[src/rtl/keypad_scanner.sv]
// keypad_scanner: scans a 4x4 active-low keypad and emits one debounced key code per press.
// Optional auto-repeat while a key is held is enabled by defining KEY_REPEAT_EN.
module keypad_scanner #(
    parameter int unsigned CLK_DIV        = 1000,
    parameter int unsigned DEBOUNCE_TICKS = 8,
    parameter int unsigned REPEAT_TICKS   = 250
) (
    input  logic       clk,
    input  logic       rst_n,
    input  logic [3:0] row,
    output logic [3:0] col,
    output logic [3:0] key,
    output logic       key_valid,
    output logic       key_held
);

    localparam int unsigned PW = $clog2(CLK_DIV);
    localparam int unsigned DW = $clog2(DEBOUNCE_TICKS + 1);
    localparam logic [PW-1:0] PRE_LAST = PW'(CLK_DIV - 1);
    localparam logic [DW-1:0] DEB_LAST = DW'(DEBOUNCE_TICKS - 1);

    if (CLK_DIV < 2 || DEBOUNCE_TICKS < 1 || REPEAT_TICKS < 1) begin : g_bad_cfg
        $error("keypad_scanner: CLK_DIV>=2, DEBOUNCE_TICKS>=1 and REPEAT_TICKS>=1 required");
    end

    typedef enum logic [1:0] {
        SCAN,
        DEBOUNCE,
        PRESSED
    } state_t;

    state_t        state, state_nx;
    logic [PW-1:0] prescaler;
    logic          tick;
    logic [3:0]    rs_meta, rs;
    logic [1:0]    col_idx, col_idx_nx;
    logic [1:0]    row_lat, row_lat_nx;
    logic [DW-1:0] deb_cnt, deb_nx;
    logic [3:0]    key_nx;
    logic          valid_nx, held_nx;
    logic          row_ok;
    logic [1:0]    row_idx;
    logic          accept;

`ifdef KEY_REPEAT_EN
    localparam int unsigned RW = (REPEAT_TICKS > 1) ? $clog2(REPEAT_TICKS) : 1;
    localparam logic [RW-1:0] REP_LAST = RW'(REPEAT_TICKS - 1);
    logic [RW-1:0] rep_cnt, rep_nx;
`endif

    function automatic logic one_low(input logic [3:0] r);
        logic [3:0] a;
        a = ~r;
        return (a != 4'b0000) && ((a & (a - 4'd1)) == 4'b0000);
    endfunction

    function automatic logic [1:0] low_idx(input logic [3:0] r);
        case (r)
            4'b1101: return 2'd1;
            4'b1011: return 2'd2;
            4'b0111: return 2'd3;
            default: return 2'd0;
        endcase
    endfunction

    function automatic logic [3:0] keycode(input logic [1:0] c, input logic [1:0] r);
        case ({r, c})
            4'b00_00: return 4'h1;
            4'b00_01: return 4'h2;
            4'b00_10: return 4'h3;
            4'b00_11: return 4'hA;
            4'b01_00: return 4'h4;
            4'b01_01: return 4'h5;
            4'b01_10: return 4'h6;
            4'b01_11: return 4'hB;
            4'b10_00: return 4'h7;
            4'b10_01: return 4'h8;
            4'b10_10: return 4'h9;
            4'b10_11: return 4'hC;
            4'b11_00: return 4'hF;
            4'b11_01: return 4'h0;
            4'b11_10: return 4'hE;
            default:  return 4'hD;
        endcase
    endfunction

    assign tick    = (prescaler == PRE_LAST);
    assign row_ok  = one_low(rs);
    assign row_idx = low_idx(rs);
    assign col     = ~(4'b0001 << col_idx);

    always_ff @(posedge clk) begin
        if (!rst_n) begin
            prescaler <= '0;
            rs_meta   <= '1;
            rs        <= '1;
        end else begin
            prescaler <= tick ? '0 : prescaler + 1'b1;
            rs_meta   <= row;
            rs        <= rs_meta;
        end
    end

    always_comb begin
        state_nx   = state;
        col_idx_nx = col_idx;
        row_lat_nx = row_lat;
        deb_nx     = deb_cnt;
        key_nx     = key;
        valid_nx   = 1'b0;
        held_nx    = key_held;
        accept     = 1'b0;
`ifdef KEY_REPEAT_EN
        rep_nx     = rep_cnt;
`endif
        if (tick) begin
            case (state)
                SCAN: begin
                    if (row_ok) begin
                        row_lat_nx = row_idx;
                        deb_nx     = DW'(1);
                        state_nx   = DEBOUNCE;
                        accept     = (DEBOUNCE_TICKS == 1);
                    end else begin
                        col_idx_nx = col_idx + 2'd1;
                    end
                end
                DEBOUNCE: begin
                    if (row_ok && row_idx == row_lat) begin
                        deb_nx = deb_cnt + 1'b1;
                        accept = (deb_cnt == DEB_LAST);
                    end else begin
                        deb_nx   = '0;
                        state_nx = SCAN;
                    end
                end
                PRESSED: begin
                    if (rs == 4'b1111) begin
                        if (deb_cnt == DEB_LAST) begin
                            deb_nx   = '0;
                            held_nx  = 1'b0;
                            state_nx = SCAN;
                        end else begin
                            deb_nx = deb_cnt + 1'b1;
                        end
                    end else begin
                        deb_nx = '0;
`ifdef KEY_REPEAT_EN
                        // Repeat only advances while the row still reads pressed.
                        if (rep_cnt == REP_LAST) begin
                            rep_nx   = '0;
                            valid_nx = 1'b1;
                        end else begin
                            rep_nx = rep_cnt + 1'b1;
                        end
`endif
                    end
                end
                default: state_nx = SCAN;
            endcase
            // SCAN latches row_lat this tick, so the accepted row comes from rs when DEBOUNCE_TICKS==1.
            if (accept) begin
                key_nx   = keycode(col_idx, (state == SCAN) ? row_idx : row_lat);
                valid_nx = 1'b1;
                held_nx  = 1'b1;
                deb_nx   = '0;
                state_nx = PRESSED;
`ifdef KEY_REPEAT_EN
                rep_nx   = '0;
`endif
            end
        end
    end

    always_ff @(posedge clk) begin
        if (!rst_n) begin
            state     <= SCAN;
            col_idx   <= '0;
            row_lat   <= '0;
            deb_cnt   <= '0;
            key       <= '0;
            key_valid <= 1'b0;
            key_held  <= 1'b0;
`ifdef KEY_REPEAT_EN
            rep_cnt   <= '0;
`endif
        end else begin
            state     <= state_nx;
            col_idx   <= col_idx_nx;
            row_lat   <= row_lat_nx;
            deb_cnt   <= deb_nx;
            key       <= key_nx;
            key_valid <= valid_nx;
            key_held  <= held_nx;
`ifdef KEY_REPEAT_EN
            rep_cnt   <= rep_nx;
`endif
        end
    end

endmodule
[config.mk]
export PLATFORM = sky130hd
export DESIGN_NAME = keypad_scanner
export DESIGN_NICKNAME = d
export VERILOG_FILES = /design/src/rtl/keypad_scanner.sv
export SDC_FILE = /design/constraint.sdc
export NUM_CORES = 1
export LEC_CHECK = 0
export CAP_MARGIN = 20
export CORE_UTILIZATION = 35
export CTS_CLUSTER_DIAMETER = 80
export DETAILED_ROUTE_END_ITERATION = 12
export GPL_TIMING_DRIVEN = 1
export PLACE_DENSITY = 0.59
export REMOVE_ABC_BUFFERS = 1
export SKIP_CTS_REPAIR_TIMING = 1
export SYNTH_ARGS = -nofsm -noshare
export SYNTH_HDL_FRONTEND = slang
export SYNTH_SLANG_ARGS = --single-unit
[constraint.sdc]
create_clock -name clk -period 1.55 [get_ports clk]
set_input_delay 0.465 -clock clk [delete_from_list [all_inputs] [get_ports clk]]
set_output_delay 0.465 -clock clk [all_outputs]
set_load 0.01 [all_outputs]
Word level (Yosys, flattened, before mapping)

Memories as Yosys holds them, arrays and structs flattened. A register that Yosys moved wholly into a read port is not among the register bits.
Index checks and enable logic that the tools add are counted.
Widths: inputs -> output; s select.

Register bits: 30
Memory bits (read-only): 64
Input port bits: 6
Output and inout bits: 10
Word-level logic and storage cells: 73
Memories: 1

$add $sub $neg: 4
Equality and inequality tests: 13
Shift-type cells: 1
Multiplexer cells: 22
Bitwise logic cells: 5
Reductions and logical operators: 18

Memories:

| memory           | depth | width | read ports | clocked after Yosys merged registers in | wr ports | RTL line | text |
|---|---|---|---|---|---|---|---|
| (name not given) | 16    | 4     | 1          | 1                                       | 0        | 67       | `case ({r, c})` |

Operator list:

| cell                  | number |
|---|---|
| $mux 4                | 5 |
| $eq 4x4->1 const B    | 3 |
| $mux 2                | 6 |
| $ne 3x3->1 const B    | 4 |
| $pmux 2 s3            | 2 |
| $pmux 4 s3            | 1 |
| $add 10x1->10 const B | 1 |
| $eq 10x10->1 const B  | 1 |
| $reduce_and 3->1      | 3 |
| $eq 4x3->1 const B    | 2 |
| $mux 1                | 8 |
| $not 4->4             | 2 |
| $reduce_bool 4->1     | 2 |
| $reduce_bool 2->1     | 3 |
| $reduce_and 5->1      | 1 |
| $add 4x1->4 const B   | 1 |
| $and 4x4->4           | 1 |
| $logic_not 4->1       | 1 |
| $reduce_and 2->1      | 2 |
| $reduce_and 4->1      | 1 |
| $shl 1x2->4 const A   | 1 |
| $sub 4x1->4 const B   | 1 |
| $add 2x1->2 const B   | 1 |
| $eq 2x1->1 const B    | 1 |
| other kinds (7)       | 9 |

Logic depth before layout (Yosys ltp)

Gate-level depths: netlist (run 1).

Depth after elaboration: 11
Gate-level depth with buffers: 7
Mapped depth without buffers: 7

Worst setup path before layout (run 1)

No wires, ideal clock.

Path kind: flip-flop to flip-flop
Start point: register prescaler[0]
End point: register deb_cnt[0]
Data arrival time: 1.535 ns
Path slack: -0.097 ns
Cell stages (with the launch flop): 7
Path buffers: 0
Clock period less this slack: 1.647 ns
Path through: dfxtp_1 ha_1 and4bb_2 and3_1 o211a_4 nor2_2 a2111oi_1

Word-level cells in the longest chain between the ends: 2

Ends and longest elaborated chain:

| item                       | RTL line | text |
|---|---|---|
| start: declaration         | 33       | `logic [PW-1:0] prescaler;` |
| start signal: assignment   | 98       | `prescaler <= tick ? '0 : prescaler + 1'b1;` |
| $eq 10x10->1               | 87       | `assign tick = (prescaler == PRE_LAST);` |
| $reduce_and 3->1 (no line) | --       |  |
| end signal: assignment     | 191      | `deb_cnt <= deb_nx;` |
| end: declaration           | 38       | `logic [DW-1:0] deb_cnt, deb_nx;` |

Every way passes these cells.
A chain may end at the register's enable or synchronous reset.

Worst setup path after layout (run 1)

Start point: register rs[1]
End point: register state[0]

Word-level cells in the longest chain between the ends: 11
Elaborated cells between the ends (all ways): 22

Ends and longest elaborated chain:

| item                       | RTL line | text |
|---|---|---|
| start: declaration         | 35       | `logic [3:0] rs_meta, rs;` |
| start signal: assignment   | 100      | `rs <= rs_meta;` |
| $not 4->4                  | 53       | `a = ~r;` |
| $sub 4x1->4                | 54       | `return (a != 4'b0000) && ((a & (a - 4'd1)) == 4'b0000);` |
| $and 4x4->4                | 54       |  |
| $logic_not 4->1            | 54       |  |
| $logic_and 1x1->1          | 54       |  |
| $logic_and 1x1->1          | 129      | `if (row_ok && row_idx == row_lat) begin` |
| $mux 1                     | 129      |  |
| $mux 1                     | --       |  |
| $mux 1                     | 116      | `if (tick) begin` |
| $ne 3x3->1 (no line)       | --       |  |
| $reduce_and 5->1 (no line) | --       |  |
| end signal: assignment     | 188      | `state <= state_nx;` |
| end: declaration           | 32       | `state_t state, state_nx;` |

Several ways; a longest one is shown, not always the timed one. The select of a mux whose other input is x is not followed.

==> results.py, run 1 <==
metrics = {
    "synth": {
        "yosysTopAreaCell": "dfxtp_1",
        "synth-main-ff-cell": "dfxtp_1",
        "async_flop_share_pct": 0,
        "synth_edf_count": 0,
        "synth.cell_area_mm2": 0.001923,
        "ys_ff_latch": 34,
        "syn_inst": 219,
        "synth_area_leaders": "dfxtp_1, ha_1, nor2_1, nand3_1, xnor2_1",
        "seq_area_frac_synth_pct": 35.39,
        "yosysWarnings": 0,
        "synth_top_cell_area_share_pct": 35.39,
        "synth_area_per_cell_um2": 8.781,
        "synth_cell_types": 52,
    },
    "finish": {
        "synthToLayoutAreaGrowth_pct": 49.77,
        "fin_nets": 312,
        "final_area_mm2": 0.002880,
        "num-fill-cells": 504,
        "mostFrequentLayoutCell": "buf_4",
        "final_cells": 365,
        "diodes": 0,
        "final_cell_mix": "buf_4, dfxtp_1, nor2_1",
        "drive_gt1_share_pct": 41.36,
    },
    "global_route": {
        "grt-ovfl-total": 0,
        "grt_usage_pct": 16.46,
        "first_global_vias": 1717,
        "grt_pass1_wl_um": 7534,
        "grt_max_degree": 21,
        "antenna_found_initial": 0,
    },
    "sta": {
        "hold_viol_final": 0,
        "rsz0062_at_grt": "true",
        "fin_ws_ps": -135.8,
        "min_period_ps": 1686,
        "slew_headroom_pct": 72.33,
        "clock_skew_ps": 8.733,
        "drv_slew": 0,
        "finalCritPeriodShare_pct": 108.8,
        "finalSetupViolCount": 18,
        "tightest_slew_ps": 404.6,
        "fin_setup_tns_ps": -1240,
        "fmax_mhz": 593.2,
    },
    "route": {
        "vias": 1805,
        "routedWlPerCell_um": 13.67,
        "antenna_left": 0,
        "vias_per_cell": 4.945,
        "drtIter0Drc": 56,
        "routed_wl_um": 4989,
        "firstDrtPassIters": 4,
        "drcViolationCount": 0,
    },
    "setup_path": {
        "worstPathArrival_ps": 1920,
        "reg2reg_to": "state[0]",
        "crit_slowest_cell": "dfxtp_4",
        "crit_buf_inv": 2,
        "end_kind": "flop",
        "reg2reg_depth": 7,
        "cp_max_fo": 7,
        "crit_type": "flop to flop",
        "r2r_start": "rs[1]",
        "worstPathRequired_ps": 1780,
        "rrSetupSlack_ps": -140,
        "critPathLaunchType": "flop",
        "critPathMaxStageDelay_ps": 370,
        "cp_top_family": "compound AO/OA/AOI/OAI gates",
        "path_cells": "buf_6, nor3b_4, o2111a_2, o21ai_2, a211oi_2, buf_4, mux2i_1",
    },
    "min_path": {
        "whs_path_depth": 1,
        "holdCritStartpoint": "rs_meta[1]",
        "min_path_type": "flop to flop",
        "min_to": "rs[1]",
    },
    "clocking": {
        "cts_max_path_buffers": 2,
        "clk_pin_slew_ps": 80,
        "cts_sinks": 34,
        "clock_latency_ps": 290,
        "root_buffer": "clkbuf_8",
        "htreeDepth": 2,
        "cts_tree": "done",
        "numCtsBuffers": 5,
    },
    "placement": {
        "placedInstanceArea_mm2": 0.002550,
        "hpwlAfterDp_um": 3350,
        "placedCellCount": 355,
        "gp_congestion": 0.8518,
        "portBuffers": 15,
        "dp_slack_ps": -217.3,
    },
    "status": {
        "status": "finished with violations",
        "violations": "setup timing",
    },
    "floorplan": {
        "num_rows": 26,
        "die_y_um": 76.13,
        "core_area_mm2": 0.005205,
        "ioPinCount": 16,
        "die_w_um": 76.13,
        "start_util_pct": 36.95,
        "die-area_mm2": 0.005795,
    },
    "power_and_ir_drop": {
        "power.density_mw_per_mm2": 623.1,
        "p_leak_nw": 1.298,
        "ir_drop_v": 0.0004226,
        "p_total_mw": 1.795,
    },
    "run": {
        "max-cap-violations": 0,
    },
}
cell usage after synthesis, types with 2 or more instances:
cell type,count
a211oi_1,3
a21oi_1,6
a31oi_1,5
and2_1,3
and3_1,8
and3b_1,2
buf_6,2
clkbuf_1,3
dfxtp_1,34
ha_1,12
inv_1,15
mux2i_1,3
nand2_1,14
nand2b_1,9
nand3_1,13
nand4b_1,2
nor2_1,23
nor2b_1,2
nor3_1,3
nor3b_1,3
o2111a_1,2
o2111ai_1,6
o21ai_0,4
o21bai_1,3
xnor2_1,7
xor2_1,6
how the worst max path moves through the flow:
| stage | slack (ps) | from | to | cells past startpoint |
|---|---|---|---|---|
| finish | -140 | rs[1] | state[0] | 7 |
| global route | -230 | prescaler[0] | col_idx[1] | 8 |
| CTS | -500 | col_idx[0] | col[2] | 4 |
| detailed placement | -220 | rs[3] | state[0] | 6 |
| global placement | -190 | rs[1] | key[0] | 7 |
| floorplan | -160 | rs[2] | deb_cnt[0] | 5 |
cells by family after synthesis:
family / count (synthesis) / synth area share [%]
adders and majority gates: 12 / 7.807
buffers and inverters: 23 / 5.530
AOI/OAI and AO/OA: 43 / 17.83
muxes: 4 / 2.147
xor gates and xnor gates: 13 / 5.921
DFF: 34 / 35.39
and+or+nand+nor: 90 / 25.37
metrics by stage:
step                      utilization (%)  hold slack (ps)
final                               55.34            407.9
after global routing                55.34            434.0
after CTS                           50.82            410.8
after detailed placement            48.99            393.6
after global placement              48.99            388.6
after floorplan                         -            386.3
worst register-to-register path: cells and delay by family (launching register included):
kind	cells	cell delay [ps]
buffers and inverters	2	270
AND/OR/NAND/NOR	1	220
multiplexers	1	170
flip-flops	1	370
AO/OA/AOI/OAI	3	600
per-layer routing:
layer	global-route usage, %	share of wire (%)
met5	0	0
met4	6.346	1.9
met3	3.593	2.4
met2	28.55	51
met1	19.81	45
power breakdown:
part	internal (mW)	switching [mW]
combinational	0.0959	0.0861
sequential	0.889	0.0150
clock	0.357	0.352
layout make-up:
class | instances | area [µm²] | share of cell area [%]
Inverter | 16 | 60.06 | 2.085
Tap cell | 70 | 87.58 | 3.041
Clock inverter | 2 | 12.51 | 0.4344
Timing Repair Buffer | 75 | 618.1 | 21.46
Clock buffer | 6 | 82.58 | 2.867
Multi-Input combinational cell | 162 | 1325 | 46.00
Sequential cell | 34 | 694.4 | 24.11
registers in the layout (all words and copies together) (netlist names):
name and cells:
rs 4, row_lat 2, deb_cnt 4, state 2, rs_meta 4, key 4
prescaler 10, key_held 1, key_valid 1, col_idx 2
No activity file was read; power rests on OpenSTA's default activity.
==> inputs of run 2 (changes only) <==
--- a/config.mk
+++ b/config.mk
@@ -6,6 +6,7 @@
 export NUM_CORES = 1
 export LEC_CHECK = 0
 export CAP_MARGIN = 20
+export CORE_MARGIN = 1
 export CORE_UTILIZATION = 35
 export CTS_CLUSTER_DIAMETER = 80
 export DETAILED_ROUTE_END_ITERATION = 12
@@ -13,6 +14,7 @@
 export PLACE_DENSITY = 0.59
 export REMOVE_ABC_BUFFERS = 1
 export SKIP_CTS_REPAIR_TIMING = 1
+export SLEW_MARGIN = 30
 export SYNTH_ARGS = -nofsm -noshare
 export SYNTH_HDL_FRONTEND = slang
 export SYNTH_SLANG_ARGS = --single-unit
==> results of run 2 <==
Final layout, timing and power as in run 1 (identical DEF).
